`src/rtl/blink_gen_pkg.sv`:
```
// Shared encodings for the blink generator: config modes, channel states, burst constants.
package blink_gen_pkg;

  typedef enum logic [1:0] {
    MODE_OFF     = 2'b00,
    MODE_TOGGLE  = 2'b01,
    MODE_ONESHOT = 2'b10,
    MODE_BURST   = 2'b11
  } mode_e;

  typedef enum logic [1:0] {
    CH_OFF,
    CH_TOGGLE,
    CH_ONESHOT,
    CH_BURST
  } chan_state_e;

  localparam int unsigned BURST_PULSES = 3;
  // High and low phases alternate, starting and ending high.
  localparam int unsigned BURST_PHASES = 2 * BURST_PULSES - 1;
  localparam int unsigned PHASE_W      = $clog2(BURST_PHASES + 1);

  function automatic chan_state_e mode_to_state(input mode_e mode);
    case (mode)
      MODE_TOGGLE:  return CH_TOGGLE;
      MODE_ONESHOT: return CH_ONESHOT;
      MODE_BURST:   return CH_BURST;
      default:      return CH_OFF;
    endcase
  endfunction

endpackage

```
`src/rtl/blink_chan.sv`:
```
// One blink channel: half-period counter, mode FSM and registered blink/tick outputs.
// Tick edge-detect logic exists only when BLINK_GEN_TICK_EN is defined.
module blink_chan
  import blink_gen_pkg::*;
#(
  parameter int unsigned CNT_W   = 27,
  parameter int unsigned RST_DIV = 50_000_000
) (
  input  logic             clk,
  input  logic             clr,
  input  logic             load,
  input  mode_e            load_mode,
  input  logic [CNT_W-1:0] load_div,
  output logic             blink,
  output logic             tick
);

  chan_state_e        state_q;
  chan_state_e        state_d;
  logic [CNT_W-1:0]   cnt_q;
  logic [CNT_W-1:0]   cnt_d;
  logic [CNT_W-1:0]   div_q;
  logic [PHASE_W-1:0] phase_q;
  logic [PHASE_W-1:0] phase_d;
  logic               blink_d;
  logic               wrap;
  logic               last_phase;

  assign wrap       = (cnt_q == div_q - CNT_W'(1));
  assign last_phase = (phase_q == PHASE_W'(BURST_PHASES - 1));

  // State and datapath registers
  always_ff @(posedge clk) begin
    if (clr) begin
      state_q <= CH_TOGGLE;
      cnt_q   <= '0;
      div_q   <= CNT_W'(RST_DIV);
      phase_q <= '0;
      blink   <= 1'b0;
    end else begin
      state_q <= state_d;
      cnt_q   <= cnt_d;
      phase_q <= phase_d;
      blink   <= blink_d;
      if (load) begin
        div_q <= load_div;
      end
    end
  end

  // Next state: a load always wins; finite patterns fall back to OFF
  always_comb begin
    state_d = state_q;
    if (load) begin
      state_d = mode_to_state(load_mode);
    end else begin
      case (state_q)
        CH_ONESHOT: if (wrap) state_d = CH_OFF;
        CH_BURST:   if (wrap && last_phase) state_d = CH_OFF;
        default:    ;
      endcase
    end
  end

  // Counter, burst phase and next blink level
  always_comb begin
    cnt_d   = cnt_q;
    phase_d = phase_q;
    blink_d = blink;
    if (load) begin
      cnt_d   = '0;
      phase_d = '0;
      blink_d = (load_mode == MODE_ONESHOT) || (load_mode == MODE_BURST);
    end else if (state_q != CH_OFF) begin
      cnt_d = wrap ? '0 : cnt_q + CNT_W'(1);
      if (wrap) begin
        case (state_q)
          CH_TOGGLE:  blink_d = ~blink;
          CH_ONESHOT: blink_d = 1'b0;
          CH_BURST: begin
            blink_d = ~blink;
            phase_d = last_phase ? '0 : phase_q + PHASE_W'(1);
          end
          default:    ;
        endcase
      end
    end
  end

`ifdef BLINK_GEN_TICK_EN
  always_ff @(posedge clk) begin
    if (clr) begin
      tick <= 1'b0;
    end else begin
      tick <= blink_d ^ blink;
    end
  end
`else
  assign tick = 1'b0;
`endif

endmodule

```
`src/rtl/blink_gen.sv`:
```
// Multi-channel blink generator: config handshake and channel decode around N_CH blink_chan
// instances. Define BLINK_GEN_TICK_EN to enable the per-channel o_tick edge strobes.
module blink_gen
  import blink_gen_pkg::*;
#(
  parameter  int unsigned N_CH    = 4,
  parameter  int unsigned CNT_W   = 27,
  parameter  int unsigned RST_DIV = 50_000_000,
  localparam int unsigned CH_W    = (N_CH > 1) ? $clog2(N_CH) : 1
) (
  input  logic             i_clk,
  input  logic             i_clr,
  input  logic             i_cfg_valid,
  output logic             o_cfg_ready,
  input  logic [CH_W-1:0]  i_cfg_ch,
  input  logic [1:0]       i_cfg_mode,
  input  logic [CNT_W-1:0] i_cfg_div,
  output logic [N_CH-1:0]  o_blink,
  output logic [N_CH-1:0]  o_tick
);

  logic             accept;
  logic [CNT_W-1:0] div_eff;

  assign accept  = i_cfg_valid & o_cfg_ready;
  assign div_eff = (i_cfg_div == '0) ? CNT_W'(1) : i_cfg_div;

  // Ready drops for exactly the cycle following an accept
  always_ff @(posedge i_clk) begin
    if (i_clr) begin
      o_cfg_ready <= 1'b0;
    end else begin
      o_cfg_ready <= ~accept;
    end
  end

  for (genvar g = 0; g < N_CH; g++) begin : g_chan
    blink_chan #(
      .CNT_W   (CNT_W),
      .RST_DIV (RST_DIV)
    ) u_chan (
      .clk       (i_clk),
      .clr       (i_clr),
      .load      (accept && (i_cfg_ch == CH_W'(g))),
      .load_mode (mode_e'(i_cfg_mode)),
      .load_div  (div_eff),
      .blink     (o_blink[g]),
      .tick      (o_tick[g])
    );
  end

endmodule

```
`config.mk`:
```
export PLATFORM = sky130hd
export DESIGN_NAME = blink_gen
export DESIGN_NICKNAME = d
export VERILOG_FILES = /design/src/rtl/blink_gen_pkg.sv /design/src/rtl/blink_chan.sv /design/src/rtl/blink_gen.sv
export SDC_FILE = /design/constraint.sdc
export NUM_CORES = 1
export LEC_CHECK = 0
export CORE_MARGIN = 1.5
export CORE_UTILIZATION = 45
export DETAILED_ROUTE_END_ITERATION = 10
export DONT_BUFFER_PORTS = 1
export PLACE_DENSITY = 0.71
export SLEW_MARGIN = 20
export SYNTH_ARGS = -nofsm -noshare
export SYNTH_HDL_FRONTEND = slang
export SYNTH_SLANG_ARGS = --single-unit
```
`constraint.sdc`:
```
create_clock -name i_clk -period 3.79 [get_ports i_clk]
set_input_delay 0.379 -clock i_clk [delete_from_list [all_inputs] [get_ports i_clk]]
set_output_delay 0.379 -clock i_clk [all_outputs]
set_load 0.1 [all_outputs]
```
==> results.tsv <==
stage	metric	value	unit
yosys	sequential element share of the synthesized area	0.346	
routing	Detailed Routing Iterations Pass 1	5	
timing	final worst slack	165	ps
global_routing	pin count of the biggest net entering global routing	119	
timing	Final period util	0.956	
global_routing	vias in the first global route	12000	
final_layout	Layout Area Growth over Synthesis	12.0	%
global_routing	first-pass GRT wire length	63.4	mm
cts	CTS sink count	241	
pwr	VDD IR max	0.000486	V
yosys	Top FF cell, synth	dfxtp_1	
routing	average routed wire per standard cell	18.2	um
routing	final WL	40.2	mm
cts	CTS tree	yes	
routing	Routed Antenna Nets	0	
run	Max-cap violations	0	
final_layout	Final Non-Filler Cells	2212	
floorplan	# IOs	43	
placement	final HPWL from detailed placement	27.1	mm
cts	TritonCTS Buffers	27	
yosys	synthesized area	13900	sq um
final_layout	commonest non-fill, non-tap cells in the layout	nand2_1 (295), dfxtp_1 (241), nor2_1 (194), xnor2_1 (116), xor2_1 (110)	
timing	Hold Violations, Final	0	
floorplan	Die Y	179	um
yosys	Yosys reg bits	241	
yosys	Async S/R FF share, synth	0	
floorplan	std cell rows	64	
floorplan	die width	179	um
min_path	Min-Delay Path Class	in2reg	
final_layout	layout cells sized above 1	0.0617	
final_layout	Filler cells	2970	
worst_setup_path	startpoint class of the critical path	flip-flop	
routing	vias per inst	5.86	
routing	DRT iter0 DRCs	1050	
timing	fin. max-slew vios	0	
cts	Worst-Skew Late Latency	560	ps
pwr	Tot Pwr	5910	uW
final_layout	Util after Layout	0.511	
outcome	status	finished, final reports clean	
pwr	Leakage	0.00551	uW
worst_setup_path	Critical Path Fanout Max	6	
cts	# Post-CTS Setup Buffers	0	
floorplan	Initial Util	0.456	
final_layout	most common cell after layout, fill and taps aside	nand2_1	
cts	Clock Pin Slew Worst Setup and Hold Paths	60	ps
worst_setup_path	Critical Path RT	4230	ps
placement	I/O Buffers	0	
cts	CTS max path bufs	3	
global_routing	total gr overflow	0	
worst_setup_path	Worst EP arrival	4060	ps
floorplan	core area	30600	sq um
placement	pre-CTS setup slack	114	ps
timing	RSZ-0062 raised after global routing	no	
timing	Clock Skew	19.2	ps
yosys	Mapped Cells	1801	
global_routing	antenna violations before repair	1	
timing	relative slew slack	0.292	
timing	setup TNS	0	ps
final_layout	Final #Nets	1845	
placement	DP Cell Count	2130	
timing	max frequency	276	MHz
placement	Routability Congestion	0.916	
timing	Setup violations, final	0	
yosys	EDFF count, synth	0	
routing	Remaining DRCs	0	
cts	CTS HTree Levels	1	
yosys	Synth warnings	0	
timing	worst slew pin tran	1060	ps
yosys	synth unique cells	72	
worst_setup_path	endpoint class of the critical path	flip-flop	
timing	Tmin final	3620	ps
global_routing	gr usage total	0.249	
cts	CTS root buffer	clkbuf_16	
pwr	power density over the cells	378	nW/um^2
worst_setup_path	WS Path Type	reg2reg	
floorplan	Die ar.	32100	sq um
routing	DR vias	13000	
yosys	synthesized area per cell	7.75	sq um
registers in the layout, summed over array words and instances, names as in the netlist:
signal / flops
g_chan.u_chan.cnt_q: 108
g_chan.u_chan.div_q: 108
g_chan.u_chan.phase_q: 12
g_chan.u_chan.state_q: 8
g_chan.u_chan.blink: 4
o_cfg_ready: 1
synthesized netlist by cell type, types with 7 or more instances:
master / number / area share
clkbuf_1: 84 / 0.023
or3_1: 27 / 0.012
or4_1: 26 / 0.014
nor4b_1: 8 / 0.0050
a2111oi_0: 9 / 0.0057
nand3b_1: 57 / 0.031
a31oi_1: 16 / 0.0072
xor2_1: 110 / 0.069
or2_2: 13 / 0.0058
o211ai_1: 13 / 0.0070
nand2b_1: 15 / 0.0067
nand4_1: 41 / 0.018
ha_1: 16 / 0.014
dfxtp_1: 241 / 0.35
o21ai_0: 28 / 0.010
inv_1: 41 / 0.011
nor4_1: 42 / 0.019
buf_4: 8 / 0.0043
nand3_1: 41 / 0.015
nand4b_1: 10 / 0.0063
and4_1: 11 / 0.0069
nor3_1: 49 / 0.018
nor2_1: 196 / 0.053
a21oi_1: 96 / 0.034
a211oi_1: 10 / 0.0054
o2111ai_1: 11 / 0.0069
o31ai_1: 13 / 0.0070
nor2b_1: 14 / 0.0063
nand2_1: 295 / 0.079
and3_1: 31 / 0.014
xnor2_1: 116 / 0.073
mux2i_1: 7 / 0.0050
per-stage QoR:
stage	hold WS [ps]	area, sq um
after floorplan	448	14000
after global placement	456	14300
after detailed placement	457	14300
after CTS	17.3	15600
after global routing	34.0	15600
final	40.7	15600
cell families (layout without fill, tap and decap cells):
kind of cell	count (synthesis)	in the layout	share of synthesized area
DFF	241	241	0.346
AOI/OAI and AO/OA	258	258	0.122
xor gates and xnor gates	226	226	0.142
and+or+nand+nor	906	906	0.328
buffers and inverters	144	154	0.0413
other	1	6	0.000269
adders and majority gates	16	16	0.0144
muxes	9	9	0.00664
report_power, final:
group	internal [uW]	switching, uW
combinational	174	277
clock	1700	1080
sequential	2580	89.8
total	4460	1450
layout make-up:
type / count / area, sq um / area share
repair buffers: 65 / 611 / 0.0391
clock buffers: 35 / 736 / 0.0471
inverters: 41 / 154 / 0.00985
clock inverters: 13 / 200 / 0.0128
flip-flops and latches: 241 / 4820 / 0.309
diodes: 2 / 5.00 / 0.000320
well taps: 396 / 495 / 0.0317
multi-input cells: 1419 / 8600 / 0.550
per-layer routing:
metal  vias to the layer above  GRT usage  share of wire
li1                       6300          -              -
met1                      6133      0.333           0.43
met2                       425      0.396           0.44
met3                        94     0.0488          0.082
met4                         0     0.0948          0.040
met5                         -          0              0
worst max-delay path, stage by stage (launching register included):
cell and delay, ps:
dfxtp_1 360, inv_1 90, ha_1 220, or3b_2 510
or4_1 460, nor2_1 140, xnor2_1 80, or4_1 500
or4_4 540, or4_1 490, o211a_1 140
worst paths after layout:
check                                              to                               startpoint  cells after the start  slack [ps]
max          g_chan[2].u_chan.phase_q[2]$_SDFFE_PP0P_   g_chan[2].u_chan.div_q[0]$_SDFFE_PP0P_                     10         170
min          g_chan[2].u_chan.phase_q[2]$_SDFFE_PP0P_                                    i_clr                      2          40
max reg2reg  g_chan[2].u_chan.phase_q[2]$_SDFFE_PP0P_   g_chan[2].u_chan.div_q[0]$_SDFFE_PP0P_                     10         170
min reg2reg   g_chan[1].u_chan.div_q[26]$_SDFFE_PP0P_  g_chan[1].u_chan.div_q[26]$_SDFFE_PP0P_                      2         480
repair_timing:
action / in CTS / in global routing
endpoints found under the hold margin: 118 / 0
hold buffers: 32 / 0
resized for setup: 0 / 6
endpoints found under the setup margin: 0 / 35
Note: power is estimated with default switching activity, not from simulation.
